File: config.mk
export PLATFORM = sky130hd
export DESIGN_NAME = uart_config_regfile_flat
export DESIGN_NICKNAME = d
export VERILOG_FILES = /design/src/rtl/uart_config_regfile_if.sv /design/src/rtl/uart_config_regfile.sv /design/src/flat_wrapper.sv
export SDC_FILE = /design/constraint.sdc
export NUM_CORES = 1
export LEC_CHECK = 0
export BUFFER_PORTS_ARGS = -buffer_cell sky130_fd_sc_hd__buf_2
export CAP_MARGIN = 20
export CORE_ASPECT_RATIO = 1.1
export CORE_UTILIZATION = 62
export CTS_BUF_LIST = sky130_fd_sc_hd__clkbuf_4 sky130_fd_sc_hd__clkbuf_8
export CTS_CLUSTER_SIZE = 12
export DETAILED_ROUTE_END_ITERATION = 8
export MAX_ROUTING_LAYER = met4
export PLACE_DENSITY = 0.85
export SYNTH_ARGS = -nofsm -noshare
export SYNTH_HDL_FRONTEND = slang
export SYNTH_SLANG_ARGS = --single-unit
export TNS_END_PERCENT = 1
File: constraint.sdc
create_clock -name clk_i -period 3.5 [get_ports clk_i]
set_input_delay 0.175 -clock clk_i [delete_from_list [all_inputs] [get_ports clk_i]]
set_output_delay 0.175 -clock clk_i [all_outputs]
set_load 0.1 [all_outputs]
File: src/rtl/uart_config_regfile_if.sv
// uart_config_regfile_if
// CPU register bus for the UART configuration register file: split write/read
// data, one-cycle strobes, registered read response and bus error pulse.
// Signals:
//   wr_i, rd_i   write / read strobes (one cycle each)
//   addr_i       register address
//   wdata_i      write data
//   rdata_o      read data, valid with rvalid_o
//   rvalid_o     read response strobe
//   error_o      one-cycle bus error pulse
interface uart_config_regfile_if;
  logic       wr_i;
  logic       rd_i;
  logic [3:0] addr_i;
  logic [7:0] wdata_i;
  logic [7:0] rdata_o;
  logic       rvalid_o;
  logic       error_o;

  modport master (
    output wr_i, rd_i, addr_i, wdata_i,
    input  rdata_o, rvalid_o, error_o
  );

  modport slave (
    input  wr_i, rd_i, addr_i, wdata_i,
    output rdata_o, rvalid_o, error_o
  );
endinterface

File: src/rtl/uart_config_regfile.sv
// uart_config_regfile
// CPU-facing register bank for the UART: frame format with a link-layer
// change handshake, atomic baud divisor update, RX threshold, sticky
// interrupt pending bits and the RX/TX FIFO data windows.
// Ports:
//   clk_i, rst_i                      clock, async active-high reset
//   bus                               CPU register bus (slave modport)
//   data_width_o/parity_mode_o/stop_bits_o  active frame format
//   tx_dsm_o, rx_dsm_o                data-stream-mode bits
//   cfg_req_o, cfg_ack_i, cfg_nack_i  format change handshake
//   divisor_o, rx_threshold_o         baud divisor, RX FIFO threshold
//   tx_fifo_full_i, rx_fifo_empty_i   FIFO status
//   rx_data_i, rx_fifo_read_o         RX FIFO head / pop
//   tx_data_o, tx_fifo_write_o        TX FIFO data / push
//   rx_rdy_i, frame_err_i, parity_err_i, overrun_i  interrupt event pulses
//   irq_o                             masked interrupt request
//
// Config FSM
//   state  | meaning
//   S_IDLE | STR format equals active format, no request outstanding
//   S_REQ  | new format held in STR, cfg_req_o high, awaiting ack/nack/timeout
module uart_config_regfile #(
  parameter int          DIVISOR_WIDTH = 16,
  parameter int          THR_WIDTH     = 6,
  parameter logic [15:0] STD_DIVISOR   = 16'd27,
  parameter logic [5:0]  STD_FORMAT    = 6'b00_00_11,
  parameter int          CFG_TIMEOUT   = 1024
) (
  input  logic                     clk_i,
  input  logic                     rst_i,
  uart_config_regfile_if.slave     bus,
  output logic [1:0]               data_width_o,
  output logic [1:0]               parity_mode_o,
  output logic [1:0]               stop_bits_o,
  output logic                     tx_dsm_o,
  output logic                     rx_dsm_o,
  output logic                     cfg_req_o,
  input  logic                     cfg_ack_i,
  input  logic                     cfg_nack_i,
  output logic [DIVISOR_WIDTH-1:0] divisor_o,
  output logic [THR_WIDTH-1:0]     rx_threshold_o,
  input  logic                     tx_fifo_full_i,
  input  logic                     rx_fifo_empty_i,
  input  logic                     rx_rdy_i,
  input  logic                     frame_err_i,
  input  logic                     parity_err_i,
  input  logic                     overrun_i,
  output logic                     irq_o,
  input  logic [7:0]               rx_data_i,
  output logic                     rx_fifo_read_o,
  output logic [7:0]               tx_data_o,
  output logic                     tx_fifo_write_o
);

  localparam logic [3:0] A_STR  = 4'd0;
  localparam logic [3:0] A_LDVR = 4'd1;
  localparam logic [3:0] A_UDVR = 4'd2;
  localparam logic [3:0] A_FSR  = 4'd3;
  localparam logic [3:0] A_CTR  = 4'd4;
  localparam logic [3:0] A_IER  = 4'd5;
  localparam logic [3:0] A_RXR  = 4'd6;
  localparam logic [3:0] A_TXR  = 4'd7;
  localparam logic [3:0] A_IPR  = 4'd8;

  localparam int             TCW      = $clog2(CFG_TIMEOUT);
  localparam logic [TCW-1:0] TMO_LOAD = TCW'(CFG_TIMEOUT - 1);

  typedef enum logic {S_IDLE, S_REQ} state_t;

  state_t                   r_state;
  logic [TCW-1:0]           r_tmo_cnt;
  logic [5:0]               r_str_fmt;
  logic [5:0]               r_act_fmt;
  logic                     r_tdsm;
  logic                     r_rdsm;
  logic [7:0]               r_div_stage;
  logic [DIVISOR_WIDTH-1:0] r_div;
  logic [THR_WIDTH-1:0]     r_thr;
  logic                     r_enreq;
  logic                     r_cdone;
  logic                     r_stdc;
  logic [4:0]               r_ier;
  logic [4:0]               r_ipr;
  logic [7:0]               r_txr;
  logic                     r_irq;
  logic [7:0]               r_rdata;
  logic                     r_rvalid;
  logic                     r_err;

  state_t w_state_nxt;
  logic   w_cfg_start;
  logic   w_direct;
  logic   w_ack_commit;
  logic   w_revert;
  logic   w_fmt_err;
  logic [7:0] w_rd_val;

  // A simultaneous read is dropped in favour of the write.
  logic w_wr, w_rd_ok, w_mapped;
  assign w_wr     = bus.wr_i;
  assign w_rd_ok  = bus.rd_i & ~bus.wr_i;
  assign w_mapped = (bus.addr_i <= A_IPR);

  logic w_wr_str, w_wr_ldvr, w_wr_udvr, w_wr_fsr, w_wr_ctr, w_wr_ier, w_wr_txr, w_wr_ipr;
  assign w_wr_str  = w_wr & (bus.addr_i == A_STR);
  assign w_wr_ldvr = w_wr & (bus.addr_i == A_LDVR);
  assign w_wr_udvr = w_wr & (bus.addr_i == A_UDVR);
  assign w_wr_fsr  = w_wr & (bus.addr_i == A_FSR);
  assign w_wr_ctr  = w_wr & (bus.addr_i == A_CTR);
  assign w_wr_ier  = w_wr & (bus.addr_i == A_IER);
  assign w_wr_txr  = w_wr & (bus.addr_i == A_TXR);
  assign w_wr_ipr  = w_wr & (bus.addr_i == A_IPR);

  logic [5:0] w_wfmt;
  logic       w_stdc_wr;
  assign w_wfmt    = bus.wdata_i[5:0];
  assign w_stdc_wr = w_wr_ctr & bus.wdata_i[4];

  logic w_tx_push, w_rx_pop;
  assign w_tx_push = w_wr_txr & ~tx_fifo_full_i;
  assign w_rx_pop  = w_rd_ok & (bus.addr_i == A_RXR) & ~rx_fifo_empty_i;

  logic [15:0] w_div_full;
  logic [15:0] w_div16;
  logic [5:0]  w_thr6;
  assign w_div_full = {bus.wdata_i, r_div_stage};
  assign w_div16    = 16'(r_div);
  assign w_thr6     = 6'(r_thr);

  // STDC preempts everything; ack beats nack/timeout.
  always_comb begin
    w_state_nxt  = r_state;
    w_cfg_start  = 1'b0;
    w_direct     = 1'b0;
    w_ack_commit = 1'b0;
    w_revert     = 1'b0;
    w_fmt_err    = 1'b0;
    if (w_stdc_wr) begin
      w_state_nxt = S_IDLE;
    end else begin
      case (r_state)
        S_IDLE: begin
          if (w_wr_str && (w_wfmt != r_act_fmt)) begin
            if (r_enreq) begin
              w_cfg_start = 1'b1;
              w_state_nxt = S_REQ;
            end else begin
              w_direct = 1'b1;
            end
          end
        end
        S_REQ: begin
          if (w_wr_str && (w_wfmt != r_str_fmt)) w_fmt_err = 1'b1;
          if (cfg_ack_i) begin
            w_ack_commit = 1'b1;
            w_state_nxt  = S_IDLE;
          end else if (cfg_nack_i || (r_tmo_cnt == '0)) begin
            w_revert    = 1'b1;
            w_state_nxt = S_IDLE;
          end
        end
        default: w_state_nxt = S_IDLE;
      endcase
    end
  end

  // Timeout is a down-counter loaded on entry to S_REQ; zero is terminal.
  always_ff @(posedge clk_i or posedge rst_i) begin
    if (rst_i) begin
      r_state   <= S_IDLE;
      r_tmo_cnt <= '0;
    end else begin
      r_state <= w_state_nxt;
      if (w_cfg_start)
        r_tmo_cnt <= TMO_LOAD;
      else if ((r_state == S_REQ) && (r_tmo_cnt != '0))
        r_tmo_cnt <= r_tmo_cnt - 1'b1;
    end
  end

  always_ff @(posedge clk_i or posedge rst_i) begin
    if (rst_i) begin
      r_str_fmt   <= STD_FORMAT;
      r_act_fmt   <= STD_FORMAT;
      r_tdsm      <= 1'b0;
      r_rdsm      <= 1'b0;
      r_div_stage <= 8'h00;
      r_div       <= STD_DIVISOR[DIVISOR_WIDTH-1:0];
      r_thr       <= '0;
      r_enreq     <= 1'b1;
      r_cdone     <= 1'b1;
      r_stdc      <= 1'b0;
      r_ier       <= 5'b01111;
      r_ipr       <= 5'b00000;
      r_txr       <= 8'h00;
      r_irq       <= 1'b0;
    end else begin
      r_stdc <= 1'b0;
      if (w_stdc_wr) begin
        r_str_fmt <= STD_FORMAT;
        r_act_fmt <= STD_FORMAT;
        r_cdone   <= 1'b1;
      end else begin
        // In S_REQ the pending format in STR is frozen.
        if (w_wr_str && (r_state == S_IDLE)) r_str_fmt <= w_wfmt;
        if (w_direct)    r_act_fmt <= w_wfmt;
        if (w_cfg_start) r_cdone   <= 1'b0;
        if (w_ack_commit) begin
          r_act_fmt <= r_str_fmt;
          r_cdone   <= 1'b1;
        end
        if (w_revert) begin
          r_str_fmt <= r_act_fmt;
          r_cdone   <= 1'b1;
        end
      end
      if (w_wr_str) begin
        r_rdsm <= bus.wdata_i[7];
        r_tdsm <= bus.wdata_i[6];
      end
      if (w_wr_ldvr) r_div_stage <= bus.wdata_i;
      if (w_wr_udvr) r_div <= w_div_full[DIVISOR_WIDTH-1:0];
      if (w_wr_fsr)  r_thr <= bus.wdata_i[THR_WIDTH-1:0];
      if (w_wr_ctr) begin
        r_enreq <= bus.wdata_i[5];
        r_stdc  <= bus.wdata_i[4];
      end
      if (w_wr_ier)  r_ier <= bus.wdata_i[4:0];
      if (w_tx_push) r_txr <= bus.wdata_i;
      // Set beats clear on the same bit.
      r_ipr <= (r_ipr & ~(w_wr_ipr ? bus.wdata_i[4:0] : 5'b00000))
             | {w_revert, overrun_i, parity_err_i, frame_err_i, rx_rdy_i};
      r_irq <= |(r_ipr & r_ier);
    end
  end

  always_comb begin
    w_rd_val = 8'h00;
    case (bus.addr_i)
      A_STR:   w_rd_val = {r_rdsm, r_tdsm, r_str_fmt};
      A_LDVR:  w_rd_val = w_div16[7:0];
      A_UDVR:  w_rd_val = w_div16[15:8];
      A_FSR:   w_rd_val = {tx_fifo_full_i, rx_fifo_empty_i, w_thr6};
      A_CTR:   w_rd_val = {1'b0, r_cdone, r_enreq, r_stdc, 4'b0000};
      A_IER:   w_rd_val = {3'b000, r_ier};
      A_RXR:   w_rd_val = rx_fifo_empty_i ? 8'h00 : rx_data_i;
      A_TXR:   w_rd_val = r_txr;
      A_IPR:   w_rd_val = {3'b000, r_ipr};
      default: w_rd_val = 8'h00;
    endcase
  end

  logic w_err;
  assign w_err = ((bus.wr_i | bus.rd_i) & ~w_mapped)
               | (bus.wr_i & bus.rd_i)
               | (w_wr_txr & tx_fifo_full_i)
               | (w_rd_ok & (bus.addr_i == A_RXR) & rx_fifo_empty_i)
               | w_fmt_err;

  always_ff @(posedge clk_i or posedge rst_i) begin
    if (rst_i) begin
      r_rdata  <= 8'h00;
      r_rvalid <= 1'b0;
      r_err    <= 1'b0;
    end else begin
      r_rvalid <= w_rd_ok;
      r_rdata  <= w_rd_ok ? w_rd_val : 8'h00;
      r_err    <= w_err;
    end
  end

  assign bus.rdata_o     = r_rdata;
  assign bus.rvalid_o    = r_rvalid;
  assign bus.error_o     = r_err;
  assign data_width_o    = r_act_fmt[1:0];
  assign parity_mode_o   = r_act_fmt[3:2];
  assign stop_bits_o     = r_act_fmt[5:4];
  assign tx_dsm_o        = r_tdsm;
  assign rx_dsm_o        = r_rdsm;
  assign cfg_req_o       = (r_state == S_REQ);
  assign divisor_o       = r_div;
  assign rx_threshold_o  = r_thr;
  assign irq_o           = r_irq;
  assign rx_fifo_read_o  = w_rx_pop;
  assign tx_data_o       = bus.wdata_i;
  assign tx_fifo_write_o = w_tx_push;

endmodule

File: src/flat_wrapper.sv
// flat-port wrapper written by rule: the top's interface ports become plain ports
module uart_config_regfile_flat 
#(
  parameter int          DIVISOR_WIDTH = 16,
  parameter int          THR_WIDTH     = 6,
  parameter logic [15:0] STD_DIVISOR   = 16'd27,
  parameter logic [5:0]  STD_FORMAT    = 6'b00_00_11,
  parameter int          CFG_TIMEOUT   = 1024
)
  (clk_i, rst_i, data_width_o, parity_mode_o, stop_bits_o, tx_dsm_o, rx_dsm_o, cfg_req_o, cfg_ack_i, cfg_nack_i, divisor_o, rx_threshold_o, tx_fifo_full_i, rx_fifo_empty_i, rx_rdy_i, frame_err_i, parity_err_i, overrun_i, irq_o, rx_data_i, rx_fifo_read_o, tx_data_o, tx_fifo_write_o, bus_wr_i, bus_rd_i, bus_addr_i, bus_wdata_i, bus_rdata_o, bus_rvalid_o, bus_error_o);
  uart_config_regfile_if bus_i ();
  input  logic clk_i;
  input  logic rst_i;
  output logic [1:0] data_width_o;
  output logic [1:0] parity_mode_o;
  output logic [1:0] stop_bits_o;
  output logic tx_dsm_o;
  output logic rx_dsm_o;
  output logic cfg_req_o;
  input  logic cfg_ack_i;
  input  logic cfg_nack_i;
  output logic [DIVISOR_WIDTH-1:0] divisor_o;
  output logic [THR_WIDTH-1:0] rx_threshold_o;
  input  logic tx_fifo_full_i;
  input  logic rx_fifo_empty_i;
  input  logic rx_rdy_i;
  input  logic frame_err_i;
  input  logic parity_err_i;
  input  logic overrun_i;
  output logic irq_o;
  input  logic [7:0] rx_data_i;
  output logic rx_fifo_read_o;
  output logic [7:0] tx_data_o;
  output logic tx_fifo_write_o;
  input wire logic [$bits(bus_i.wr_i)-1:0] bus_wr_i;
  input wire logic [$bits(bus_i.rd_i)-1:0] bus_rd_i;
  input wire logic [$bits(bus_i.addr_i)-1:0] bus_addr_i;
  input wire logic [$bits(bus_i.wdata_i)-1:0] bus_wdata_i;
  output wire logic [$bits(bus_i.rdata_o)-1:0] bus_rdata_o;
  output wire logic [$bits(bus_i.rvalid_o)-1:0] bus_rvalid_o;
  output wire logic [$bits(bus_i.error_o)-1:0] bus_error_o;
  assign bus_i.wr_i = bus_wr_i;
  assign bus_i.rd_i = bus_rd_i;
  assign bus_i.addr_i = bus_addr_i;
  assign bus_i.wdata_i = bus_wdata_i;
  assign bus_rdata_o = bus_i.rdata_o;
  assign bus_rvalid_o = bus_i.rvalid_o;
  assign bus_error_o = bus_i.error_o;
  uart_config_regfile #(.DIVISOR_WIDTH(DIVISOR_WIDTH), .THR_WIDTH(THR_WIDTH), .STD_DIVISOR(STD_DIVISOR), .STD_FORMAT(STD_FORMAT), .CFG_TIMEOUT(CFG_TIMEOUT)) u_core (.clk_i(clk_i), .rst_i(rst_i), .bus(bus_i), .data_width_o(data_width_o), .parity_mode_o(parity_mode_o), .stop_bits_o(stop_bits_o), .tx_dsm_o(tx_dsm_o), .rx_dsm_o(rx_dsm_o), .cfg_req_o(cfg_req_o), .cfg_ack_i(cfg_ack_i), .cfg_nack_i(cfg_nack_i), .divisor_o(divisor_o), .rx_threshold_o(rx_threshold_o), .tx_fifo_full_i(tx_fifo_full_i), .rx_fifo_empty_i(rx_fifo_empty_i), .rx_rdy_i(rx_rdy_i), .frame_err_i(frame_err_i), .parity_err_i(parity_err_i), .overrun_i(overrun_i), .irq_o(irq_o), .rx_data_i(rx_data_i), .rx_fifo_read_o(rx_fifo_read_o), .tx_data_o(tx_data_o), .tx_fifo_write_o(tx_fifo_write_o));
endmodule
Yosys cells after proc, flatten, opt, wreduce, memory -nomap -nowiden
Index checks and enable logic that the tools add are counted.
Word-level totals
  register bits after elaboration: 87
  output and inout port bits: 52
Operators by class
  add/subtract/negate cells: 1
  $lt $le $gt $ge: 1
  eq/ne operators: 10
  multiplexer cells: 39
  bitwise operators: 31
  reductions and logical operators: 13
Operators by type and width (count)
  8-bit case mux with 9 select lines: 1
  6-bit two-way mux: 6
  1-bit two-way mux: 26
  10-bit two-way mux: 2
  1-bit AND: 17
  4-bit by 3-bit equality test with 1-bit output, second input constant: 4
  8-bit two-way mux: 2
  6-bit != test: 2
  5-bit AND: 2
  10-bit zero test: 1
  10-bit nonzero test: 1
  10-bit by 1-bit subtractor with 10-bit output, second input constant: 1
  4-bit by 2-bit equality test with 1-bit output, second input constant: 2
  3-bit nonzero test: 2
  5-bit two-way mux: 1
  1-bit inverter: 5
  5-bit inverter: 1
  1-bit bitwise OR: 5
  5-bit bitwise OR: 1
  5-bit OR reduction: 1
  4-bit by 1-bit equality test with 1-bit output, second input constant: 1
  4-bit equality test, second input constant: 1
  4-bit less-or-equal comparator, second input constant: 1
  1-bit logical AND: 4
  other kinds (5): 5

Longest topological paths before layout
Gate-level depths: netlist of run 1.
  depth after elaboration: 10
  depth in mapped cells: 6
  gate-level depth less buffers: 6

Least setup slack after synthesis of run 1
No wires, ideal clock.
  kind: reg-to-reg
  from: register u_core.r_state, in the netlist u_core.cfg_req_o
  to: register u_core.r_tmo_cnt[9]
  setup time: 69 ps
  arrival time: 2193 ps
  data required time: 3431 ps
  slack: 1238 ps
  cell stages (with the launch flop): 5
  buffers on the path: 0
  path through: dfrtp_1 > or4b_4 > a31o_1 > or4_1 > nand3_1
On the way
  longest elaborated chain between the ends: 3
  elaborated cells between the ends (all ways): 5
Ends and longest elaborated chain
  start: declaration: line uart_config_regfile.sv:70  | state_t r_state;
  start signal: assignment: line uart_config_regfile.sv:173  | r_state <= w_state_nxt;
  1-bit two-way mux: line uart_config_regfile.sv:141  | case (r_state)
  1-bit two-way mux: line uart_config_regfile.sv:138  | if (w_stdc_wr) begin
  10-bit two-way mux or 2-bit nonzero test (tied branches)
  end signal: assignment: line uart_config_regfile.sv:177  | r_tmo_cnt <= r_tmo_cnt - 1'b1;
  end: declaration: line uart_config_regfile.sv:71  | logic [TCW-1:0] r_tmo_cnt;
Several ways; a longest one is shown, not always the timed one.
A chain may end at the register's enable or synchronous reset.

Final worst setup path of run 1
  from: input bus_addr_i[1]
  to: output tx_fifo_write_o
On the way
  longest elaborated chain between the ends: 3
Ends and longest elaborated chain
  start: declaration: line flat_wrapper.sv:37  | input wire logic [$bits(bus_i.addr_i)-1:0] bus_addr_i;
  4-bit by 3-bit equality test with 1-bit output: line uart_config_regfile.sv:111  | assign w_wr_txr = w_wr & (bus.addr_i == A_TXR);
  1-bit AND: line uart_config_regfile.sv:111
  1-bit AND: line uart_config_regfile.sv:120  | assign w_tx_push = w_wr_txr & ~tx_fifo_full_i;
  end: declaration: line flat_wrapper.sv:34  | output logic tx_fifo_write_o;
Every way passes these cells.

==> flow_summary.yaml, run 1 <==
outcome:
  status: "complete, but fails checks"
  violations: "DRC"
finish:
  drive_above_1_share: 0.377
  regArea_um2: 2190
  final_cells: 568
  fill_cells: 513
  num_antenna_cells: 0
  area_growth_pct: 13.5
  fin_area_um2: 5300
  fin_nets: 511
  multiInputGateArea_um2: 2260
floorplan:
  die_h_um: 93.0
  start_util: 0.652
  die-area_um2: 7880
  fp.dieW_um: 84.7
  io_pins: 84
  core_area_um2: 7170
  fp-row-count: 32
setup_path:
  worstPathMaxFanout: 31
  cp-start-kind: "input port"
  reg2reg_slack_ns: 1.33
  end_kind: "output pin"
  critPathTopFamily: "buffers and inverters"
  cp_common_cell: "buf_2"
  path_cells: "buf_2 > nand2_1 > nor3_4 > buf_2"
  critPathArrivalTime_ns: 2.12
  crit_buf_inv: 2
  path_class: "in -> out"
  crit_slowest_cell: "nor3_4"
  cp_slowest_stage_delay_ns: 0.57
  cp.required_ns: 3.32
synth:
  syn_avg_cell_area_um2: 11.4
  synth_area_leaders: "dfrtp_1 (39%), dfstp_2 (7.9%), mux2_2 (7.5%), nand2_1 (3.1%), xnor2_1 (2.8%)"
  synth_ff_type: "dfrtp_1"
  ys_seq_elements: 87
  synth_seq_area_share: 0.470
  syn_nets: 442
  synth_cell_type_count: 77
  yosysWarnings: 0
  netlist_area_um2: 4670
  yosysTopAreaCell: "dfrtp_1"
  syn-instance-count: 409
  synthArstFlopShare: 1.00
  synth.top_cell.area_share: 0.391
  synth-edff-count: 0
clock_network:
  cts_tree: "yes"
  htreeDepth: 3
  clock_path_buffers: 2
  post-cts-setup-buffers: 0
  numCtsBuffers: 9
  clockRootBuffer: "clkbuf_8"
  cts.clk_slew.worst_paths_ns: 0.09
  clock_sink_count: 87
  clkLatencyLatePin_ns: 0.36
sta:
  hold_viol: 0
  drv_slew: 0
  finalCriticalPeriod_ns: 2.30
  rsz0062_at_grt: "false"
  holdWs_ns: 0.0129
  period_share: 0.657
  setup_tns_ns: 0
  slew_headroom: 0.310
  skew_ns: 0.00959
  max_freq_mhz: 435
  worst_pin_slew_ns: 1.03
  setup_viol: 0
detailed_routing:
  route.detailed.wl_per_inst_um: 21.5
  first_pass_iters: 7
  ant_nets: 0
  vias: 3701
  vias_per_cell: 6.52
  drt_iter0_markers: 400
  routed_wl_um: 12200
  drc: 5
pwr:
  peakVddDrop_uv: 532
  design_power_total_uw: 3660
  p_leak_uw: 0.00231
  p_per_area_nw_per_um2: 691
global_route:
  grtUsageTotal: 0.330
  grt_pass1_wl_um: 19200
  grt_pass1_vias: 3703
  antenna_found_initial: 0
  overflow: 0
  grt_start_max_net_pins: 48
placement:
  placed_cells_incl_taps: 547
  gp_congestion: 0.941
  portBuffers: 83
  dpl.hpwl_um: 8420
  place_area_um2: 5030
hold_path:
  min_path_type: "in -> reg"
run:
  drv_cap: 0
## kinds of logic (layout without fill, tap and decap cells)
family,after synthesis,in the layout,synth area share
simple gates,114,114,0.147
mux,59,59,0.151
compound gates,88,88,0.150
fa+ha+maj,1,1,0.00268
xor+xnor,18,18,0.0338
flops,87,87,0.470
buf+inv,42,116,0.0456
## Yosys cell counts (6+ instances only)
cell,instances
a21o_1,6
nand2_1,38
nand3_1,11
buf_2,8
mux2_2,31
mux2i_1,8
mux2_1,10
dfrtp_1,73
o21ai_0,7
a22o_1,7
mux2_4,8
nor2_1,15
buf_4,12
clkbuf_1,12
dfstp_2,14
xnor2_1,15
a21oi_1,9
inv_1,9
## worst paths after layout
kind	from	end	depth (start not counted)
setup / recovery	bus_addr_i[1]	tx_fifo_write_o	4
hold / removal	parity_err_i	u_core.r_ipr[2]$_DFF_PP0_	2
setup reg to reg	u_core.cfg_req_o$_DFF_PP0_	u_core.r_str_fmt[2]$_DFFE_PP0P_	4
hold reg to reg	u_core.r_div_stage[2]$_DFFE_PP0P_	u_core.divisor_o[2]$_DFFE_PP0P_	1
max in group asynchronous	rst_i	u_core.divisor_o[1]$_DFFE_PP1P_	4
min in group asynchronous	rst_i	u_core.r_act_fmt[2]$_DFFE_PP0P_	3
## flip-flops by register name (all words and copies together), names as in the netlist, 5 cells and up
| signal | flops |
|---|---|
| u_core.r_txr | 8 |
| u_core.rx_threshold_o | 6 |
| u_core.r_div_stage | 8 |
| u_core.r_ier | 5 |
| u_core.r_str_fmt | 6 |
| u_core.r_tmo_cnt | 10 |
| u_core.divisor_o | 16 |
| u_core.r_act_fmt | 6 |
| u_core.r_ipr | 5 |
| u_core.bus.rdata_o | 8 |
## metal layers
metal	wire length, µm	vias up	share of wire	track usage
met5	0	-	0	-
met4	310	0	0.025	0.106
met3	925	35	0.076	0.0733
met1	4930	1833	0.40	0.410
li1	-	1646	-	-
met2	6050	187	0.50	0.545
## repair_timing
item                                   4_1_cts  5_1_grt
gates resized for setup                      0        0
setup endpoints to repair                    0        0
endpoints found under the hold margin       39        0
hold buffers                                 4        0
## final cells by class
| type | instances | share of cell area |
|---|---|---|
| clock inverter | 4 | 0.0137 |
| tap | 85 | 0.0201 |
| sequential | 87 | 0.414 |
| timing repair buffer | 90 | 0.0902 |
| clock buffer | 12 | 0.0276 |
| multi-input combinational | 280 | 0.427 |
| inverter | 10 | 0.00732 |
## cell usage in the layout (no fill, tap or decap), types with 6 or more instances in the layout
cell      synthesis  layout
buf_2             8      83
dfrtp_1          73      73
nand2_1          38      38
mux2_2           31      31
xnor2_1          15      15
nor2_1           15      15
dfstp_2          14      14
nand3_1          11      11
mux2_1           10      10
a21oi_1           9       9
clkbuf_8          0       9
mux2_4            8       8
inv_1             9       8
mux2i_1           8       8
o21ai_0           7       7
a22o_1            7       7
a21o_1            6       6
## through the flow
step / worst slack [ns] / util
6_report: 1.20 / 0.739
5_1_grt: 1.14 / 0.739
4_1_cts: 1.24 / 0.738
3_5_place_dp: 1.15 / 0.702
3_3_place_gp: 1.20 / 0.702
2_1_floorplan: 1.10 / -
## power by group
group	leakage [µW]	internal [µW]	switching, µW
Clock	0.000111	426	356
Combinational	0.00118	354	1100
Sequential	0.00102	1230	196
Total	0.00231	2010	1650
No activity file was read; power rests on OpenSTA's default activity.
==> inputs of run 2 (changes only) <==
--- a/config.mk
+++ b/config.mk
@@ -8,12 +8,12 @@
 export BUFFER_PORTS_ARGS = -buffer_cell sky130_fd_sc_hd__buf_2
 export CAP_MARGIN = 20
 export CORE_ASPECT_RATIO = 1.1
-export CORE_UTILIZATION = 62
+export CORE_UTILIZATION = 58
 export CTS_BUF_LIST = sky130_fd_sc_hd__clkbuf_4 sky130_fd_sc_hd__clkbuf_8
 export CTS_CLUSTER_SIZE = 12
 export DETAILED_ROUTE_END_ITERATION = 8
 export MAX_ROUTING_LAYER = met4
-export PLACE_DENSITY = 0.85
+export PLACE_DENSITY = 0.8
 export SYNTH_ARGS = -nofsm -noshare
 export SYNTH_HDL_FRONTEND = slang
 export SYNTH_SLANG_ARGS = --single-unit
==> constraint.sdc (replaced) <==
create_clock -name clk_i -period 2.4 [get_ports clk_i]
set_input_delay 0.12 -clock clk_i [delete_from_list [all_inputs] [get_ports clk_i]]
set_output_delay 0.12 -clock clk_i [all_outputs]
set_load 0.1 [all_outputs]
==> run 2 against run 1 <==
Against the previous run: the flow now finishes without violations; via count hardly changed; die area increased by 6.7%; combinational power rose by 47%; critical path depth increased by 1; count of clock-buffer cells in the layout fell by 3; final cell count up 4.9%; final area grew 1.3%; non-clock buffer count increased by 8.
==> flow_summary.yaml, run 2 (synthesized netlist as in run 1, its figures left out) <==
pwr:
  peakVddDrop_uv: 761
  p_leak_uw: 0.00234
  p_per_area_nw_per_um2: 965
run:
  drv_cap: 0
floorplan:
  core_area_um2: 7640
  die-area_um2: 8410
  start_util: 0.611
  fp-row-count: 33
  fp.dieW_um: 87.6
  io_pins: 84
  die_h_um: 96.1
sta:
  hold_viol: 0
  drv_slew: 0
  setup_tns_ns: 0
  setup_viol: 0
  skew_ns: 0.00852
  period_share: 0.798
  slew_headroom: 0.494
  finalCriticalPeriod_ns: 1.92
  worst_pin_slew_ns: 0.750
  max_freq_mhz: 522
  rsz0062_at_grt: "false"
hold_path:
  min_path_type: "in -> reg"
placement:
  gp_congestion: 0.910
  place_area_um2: 5130
  portBuffers: 83
  dpl.hpwl_um: 8490
detailed_routing:
  first_pass_iters: 5
  vias_per_cell: 6.21
  ant_nets: 0
  route.detailed.wl_per_inst_um: 19.8
  drt_iter0_markers: 403
  drc: 0
  vias: 3704
  routed_wl_um: 11800
finish:
  area_growth_pct: 15.0
  fin_nets: 519
  num_antenna_cells: 0
  final_common_cell: "buf_2"
  largest_register_ffs: 16
  fill_cells: 580
  final_cell_mix: "buf_2 (83), dfrtp_1 (73), nand2_1 (38), mux2_2 (31)"
  fin_area_um2: 5370
  drive_above_1_share: 0.385
setup_path:
  path_class: "in -> out"
  crit_slowest_cell: "buf_2"
  cp_slowest_stage_delay_ns: 0.42
  critPathArrivalTime_ns: 1.80
  end_kind: "output pin"
  path_cells: "buf_2 > nor2b_1 > and3_1 > and2_1 > buf_2"
  cp_common_cell: "buf_2"
  cp-start-kind: "input port"
  cp.required_ns: 2.28
  worstPathMaxFanout: 16
clock_network:
  htreeDepth: 3
  numCtsBuffers: 9
  clockRootBuffer: "clkbuf_8"
  cts.clk_slew.worst_paths_ns: 0.10
  ctsHoldBuffers: 5
  clkLatencyLatePin_ns: 0.37
  cts_tree: "yes"
  post-cts-setup-buffers: 0
  clock_sink_count: 87
  clock_path_buffers: 2
  cts_resized: 0
global_route:
  antenna_found_initial: 0
  grtUsageTotal: 0.307
  grt_start_max_net_pins: 53
  grt_pass1_wl_um: 18600
  overflow: 0
  grt_pass1_vias: 3585
outcome:
  status: "completed"
[run 2: cell types whose count changed in the layout (fill, tap and decap cells not counted), moves of 2 or more]
cell and delta:
buf_4 +6, bufinv_16 -2, clkbuf_4 -3, clkinv_4 +2, inv_8 +3
[run 2: metrics by stage]
| stage | power [µW] | hold slack [ns] | std cells | setup slack, ns | util |
|---|---|---|---|---|---|
| CTS | 5190 | 0.0103 | 596 | 0.523 | 0.703 |
| detailed placement | 4210 | 0.220 | 575 | 0.523 | 0.672 |
| floorplan | 3790 | 0.212 | 409 | 0.0530 | - |
| finish | 5180 | 0.0256 | 596 | 0.484 | 0.703 |
| global route | 5380 | 0.0254 | 596 | 0.360 | 0.703 |
| global placement | 4170 | 0.206 | 575 | 0.602 | 0.672 |
[run 2: cell type report]
| class | instances | area [µm²] | area share |
|---|---|---|---|
| inverter | 10 | 38.8 | 0.00722 |
| multi-input combinational | 280 | 2260 | 0.421 |
| tap | 105 | 131 | 0.0245 |
| sequential | 87 | 2190 | 0.409 |
| clock buffer | 9 | 124 | 0.0231 |
| clock inverter | 7 | 66.3 | 0.0123 |
| timing repair buffer | 98 | 553 | 0.103 |
[run 2: where the power goes]
group          internal, µW  switching, µW
combinational           523           1600
clock                   400            579
sequential             1800            277
[run 2: worst max-delay path: cells and delay by family]
family,cells,cell delay [ns]
buffers and inverters,2,0.71
AND/OR/NAND/NOR,3,0.96
[run 2: final timing paths]
kind / start / end / slack (ns) / cells after the start
setup / recovery: bus_addr_i[2] / rx_fifo_read_o / 0.48 / 5
setup reg to reg: u_core.cfg_req_o$_DFF_PP0_ / u_core.r_str_fmt[5]$_DFFE_PP0P_ / 0.50 / 4
min in group asynchronous: rst_i / u_core.r_act_fmt[2]$_DFFE_PP0P_ / 0.36 / 3
max in group asynchronous: rst_i / u_core.r_enreq$_DFFE_PP1N_ / 1.30 / 4
hold / removal: bus_wdata_i[7] / u_core.r_txr[7]$_DFFE_PP0P_ / 0.03 / 2
hold reg to reg: u_core.r_div_stage[4]$_DFFE_PP0P_ / u_core.divisor_o[4]$_DFFE_PP1P_ / 0.49 / 1
[run 2: metal layers]
metal | track usage | wire length, µm
met2 | 0.482 | 5700
met5 | - | 0
met4 | 0.141 | 330
met1 | 0.386 | 5120
met3 | 0.0626 | 666
==> inputs of run 3 (changes only) <==
--- a/config.mk
+++ b/config.mk
@@ -5,15 +5,16 @@
 export SDC_FILE = /design/constraint.sdc
 export NUM_CORES = 1
 export LEC_CHECK = 0
+export ABC_AREA = 1
 export BUFFER_PORTS_ARGS = -buffer_cell sky130_fd_sc_hd__buf_2
 export CAP_MARGIN = 20
 export CORE_ASPECT_RATIO = 1.1
-export CORE_UTILIZATION = 58
+export CORE_UTILIZATION = 52
 export CTS_BUF_LIST = sky130_fd_sc_hd__clkbuf_4 sky130_fd_sc_hd__clkbuf_8
 export CTS_CLUSTER_SIZE = 12
 export DETAILED_ROUTE_END_ITERATION = 8
 export MAX_ROUTING_LAYER = met4
-export PLACE_DENSITY = 0.8
+export PLACE_DENSITY = 0.76
 export SYNTH_ARGS = -nofsm -noshare
 export SYNTH_HDL_FRONTEND = slang
 export SYNTH_SLANG_ARGS = --single-unit
==> constraint.sdc (replaced) <==
create_clock -name clk_i -period 1.7 [get_ports clk_i]
set_input_delay 0.085 -clock clk_i [delete_from_list [all_inputs] [get_ports clk_i]]
set_output_delay 0.085 -clock clk_i [all_outputs]
set_load 0.1 [all_outputs]
==> run 3 against run 2 <==
Against the previous run: sequential share of layout area down 0.36 points; setup slack worse by 0.36 ns; die area up 7.6%; count of clock-buffer cells in the layout up 1; first-iteration DRC count down 29%; register-to-register slack worse by 0.38 ns; combinational power up 16%; critical path depth up 6; final cell count up 31%; hold slack worse by 0.013 ns; sequential power up 35%.
==> flow_summary.yaml, run 3 <==
sta:
  finalCriticalPeriod_ns: 1.58
  period_share: 0.928
  max_freq_mhz: 634
  skew_ns: 0.00813
  rsz0062_at_grt: "true"
  setup_viol: 0
  holdWs_ns: 0.0121
  worst_pin_slew_ns: 0.535
  hold_viol: 0
  drv_slew: 0
  slew_headroom: 0.642
finish:
  largest_register_ffs: 16
  area_growth_pct: 20.0
  final_cell_mix: "nand2_1 (180), buf_2 (82), dfrtp_1 (73), o21ai_0 (54), inv_1 (50)"
  fin_nets: 699
  fill_cells: 745
  num_antenna_cells: 0
  drive_above_1_share: 0.270
  fin_util: 0.644
  final_common_cell: "nand2_1"
global_route:
  met2_usage: 0.436
  gr-usage-met3: 0.0528
  overflow: 0
  grt_pass1_vias: 3911
  busiest_layer: "met2"
  antenna_found_initial: 0
  grtUsageTotal: 0.282
  met1_usage: 0.374
  grt_pass1_wl_um: 19100
  grt_start_max_net_pins: 72
synth:
  synthArstFlopShare: 1.00
  yosysWarnings: 0
  syn-instance-count: 565
  yosysTopAreaCell: "dfrtp_1"
  syn_avg_cell_area_um2: 7.99
  synth-edff-count: 0
  synth_seq_area_share: 0.486
  synth_cell_type_count: 35
  netlist_area_um2: 4510
  ys_top_cells_by_count: "nand2_1 (181), dfrtp_1 (73), o21ai_0 (54)"
  synth.top_cell.area_share: 0.405
  ys_seq_elements: 87
  synth_ff_type: "dfrtp_1"
  yosysMostFrequentCell: "nand2_1"
  syn_nets: 598
  synth_area_leaders: "dfrtp_1 (40%), nand2_1 (15%), dfstp_2 (8.2%), o21ai_0 (6.0%), inv_1 (4.3%)"
clock_network:
  numCtsBuffers: 9
  clkLatencyLatePin_ns: 0.37
  clock_path_buffers: 2
  cts_tree: "yes"
  cts.clk_slew.worst_paths_ns: 0.09
  htreeDepth: 3
  clock_sink_count: 87
  clockRootBuffer: "clkbuf_8"
run:
  drv_cap: 0
setup_path:
  critPathArrivalTime_ns: 1.84
  worstPathMaxFanout: 6
  cp-start-kind: "register"
  cp.required_ns: 1.96
  end_kind: "register"
  path_class: "reg -> reg"
pwr:
  comb_power_share: 0.366
  peakVddDrop_uv: 680
  power_switching_uw: 3070
  p_per_area_nw_per_um2: 1250
  switching_share: 0.453
  power_frac_clock: 0.222
  pwr-share-seq: 0.412
  intPower_uw: 3700
  p_leak_uw: 0.00274
placement:
  dpl.hpwl_um: 8520
  portBuffers: 83
  gp_congestion: 0.937
floorplan:
  io_pins: 84
  start_util: 0.537
  fp-row-count: 35
  die-area_um2: 9060
  die_h_um: 99.7
  fp.dieW_um: 90.8
  core_area_um2: 8410
detailed_routing:
  route.detailed.wl_per_inst_um: 14.8
  drt_iter0_markers: 286
  vias_per_cell: 5.31
  ant_nets: 0
  vias: 4151
  routed_wl_um: 11600
  first_pass_iters: 5
  drc: 0
hold_path:
  min_path_type: "in -> reg"
outcome:
  status: "completed"
-- run 3: changes by cell type in the layout (fill, tap and decap cells not counted), moves of 8 or more --
cell,before,now
xnor2_1,15,0
mux2_2,31,6
nand2_1,38,180
inv_2,1,14
o21ai_1,2,10
nor2_1,15,36
mux2_4,8,0
o21ai_0,7,54
mux2_1,10,0
inv_1,8,50
nand3_1,11,36
mux2i_1,8,0
-- run 3: area by class of cell --
cell class / instances / area (µm²) / area share
clock buffer: 10 / 138 / 0.0254
multi-input combinational: 396 / 1980 / 0.366
tap: 111 / 139 / 0.0256
inverter: 65 / 248 / 0.0457
sequential: 87 / 2190 / 0.405
clock inverter: 6 / 68.8 / 0.0127
timing repair buffer: 107 / 646 / 0.119
-- run 3: timing repair --
item	CTS	global route
hold buffers	9	0
setup buffers	4	2
resized for setup	0	6
hold endpoints to repair	24	0
endpoints found under the setup margin	6	15
pin swaps	3	4
-- run 3: logic make-up (layout without fill, tap and decap cells) --
logic type,Yosys count,after routing,share of synthesized area
AO/OA/AOI/OAI,89,89,0.103
XOR/XNOR,4,4,0.00776
adder cells (fa/ha/maj),1,1,0.00277
buffers and inverters,82,188,0.0801
flip-flops,87,87,0.486
multiplexers,6,6,0.0150
AND/OR/NAND/NOR,296,296,0.305
-- run 3: path summary, 6_finish.rpt --
check                                                     start                              end  slack (ns)  depth (start not counted)
worst min-delay path                             bus_wdata_i[5]      u_core.r_txr[5]$_DFFE_PP0P_        0.01                          3
worst max register to register  u_core.r_tmo_cnt[0]$_DFFE_PP0P_  u_core.r_str_fmt[2]$_DFFE_PP0P_        0.12                         11
worst max-delay path            u_core.r_tmo_cnt[0]$_DFFE_PP0P_  u_core.r_str_fmt[2]$_DFFE_PP0P_        0.12                         11
max in group asynchronous                                 rst_i  u_core.r_str_fmt[0]$_DFFE_PP1P_        0.73                          4
worst min register to register  u_core.r_str_fmt[1]$_DFFE_PP1P_  u_core.r_str_fmt[1]$_DFFE_PP1P_        0.48                          2
min in group asynchronous                                 rst_i  u_core.r_tmo_cnt[7]$_DFFE_PP0P_        0.25                          3
-- run 3: critical path, stage by stage (launching register included) --
cell and delay, ns:
dfrtp_1 0.41, inv_2 0.07, ha_2 0.17, nand2_1 0.09
nor2_4 0.12, nand3_4 0.11, nand2_4 0.11, nand2_2 0.10
nand3_1 0.11, nand2_1 0.06, nand2_1 0.06, nand2_1 0.05
-- run 3: power groups by stage --
stage / combinational [µW] / clock (µW) / sequential, µW
3_5_place_dp: 2440 / 0 / 2810
6_report: 2480 / 1500 / 2790
3_3_place_gp: 2400 / 0 / 2800
2_1_floorplan: 688 / 0 / 4070
5_1_grt: 2630 / 1610 / 2840
4_1_cts: 2460 / 1510 / 2780
-- run 3: layer usage --
metal	part of all wire	routed length, µm
met5	0	0
met4	0.018	212
met3	0.071	825
met2	0.47	5410
met1	0.44	5120
-- run 3: through the flow --
step           cells  total power, µW  worst slack, ns  setup TNS, ns  cell area, µm²
6_report         782             6770            0.122              0            5420
3_5_place_dp     751             5260          -0.0149        -0.0378            5050
4_1_cts          780             6750           0.0340              0            5380
5_1_grt          782             7080          0.00263              0            5420
3_3_place_gp     751             5200            0.106              0            5050
2_1_floorplan    565             4750           -0.217          -3.52            4520
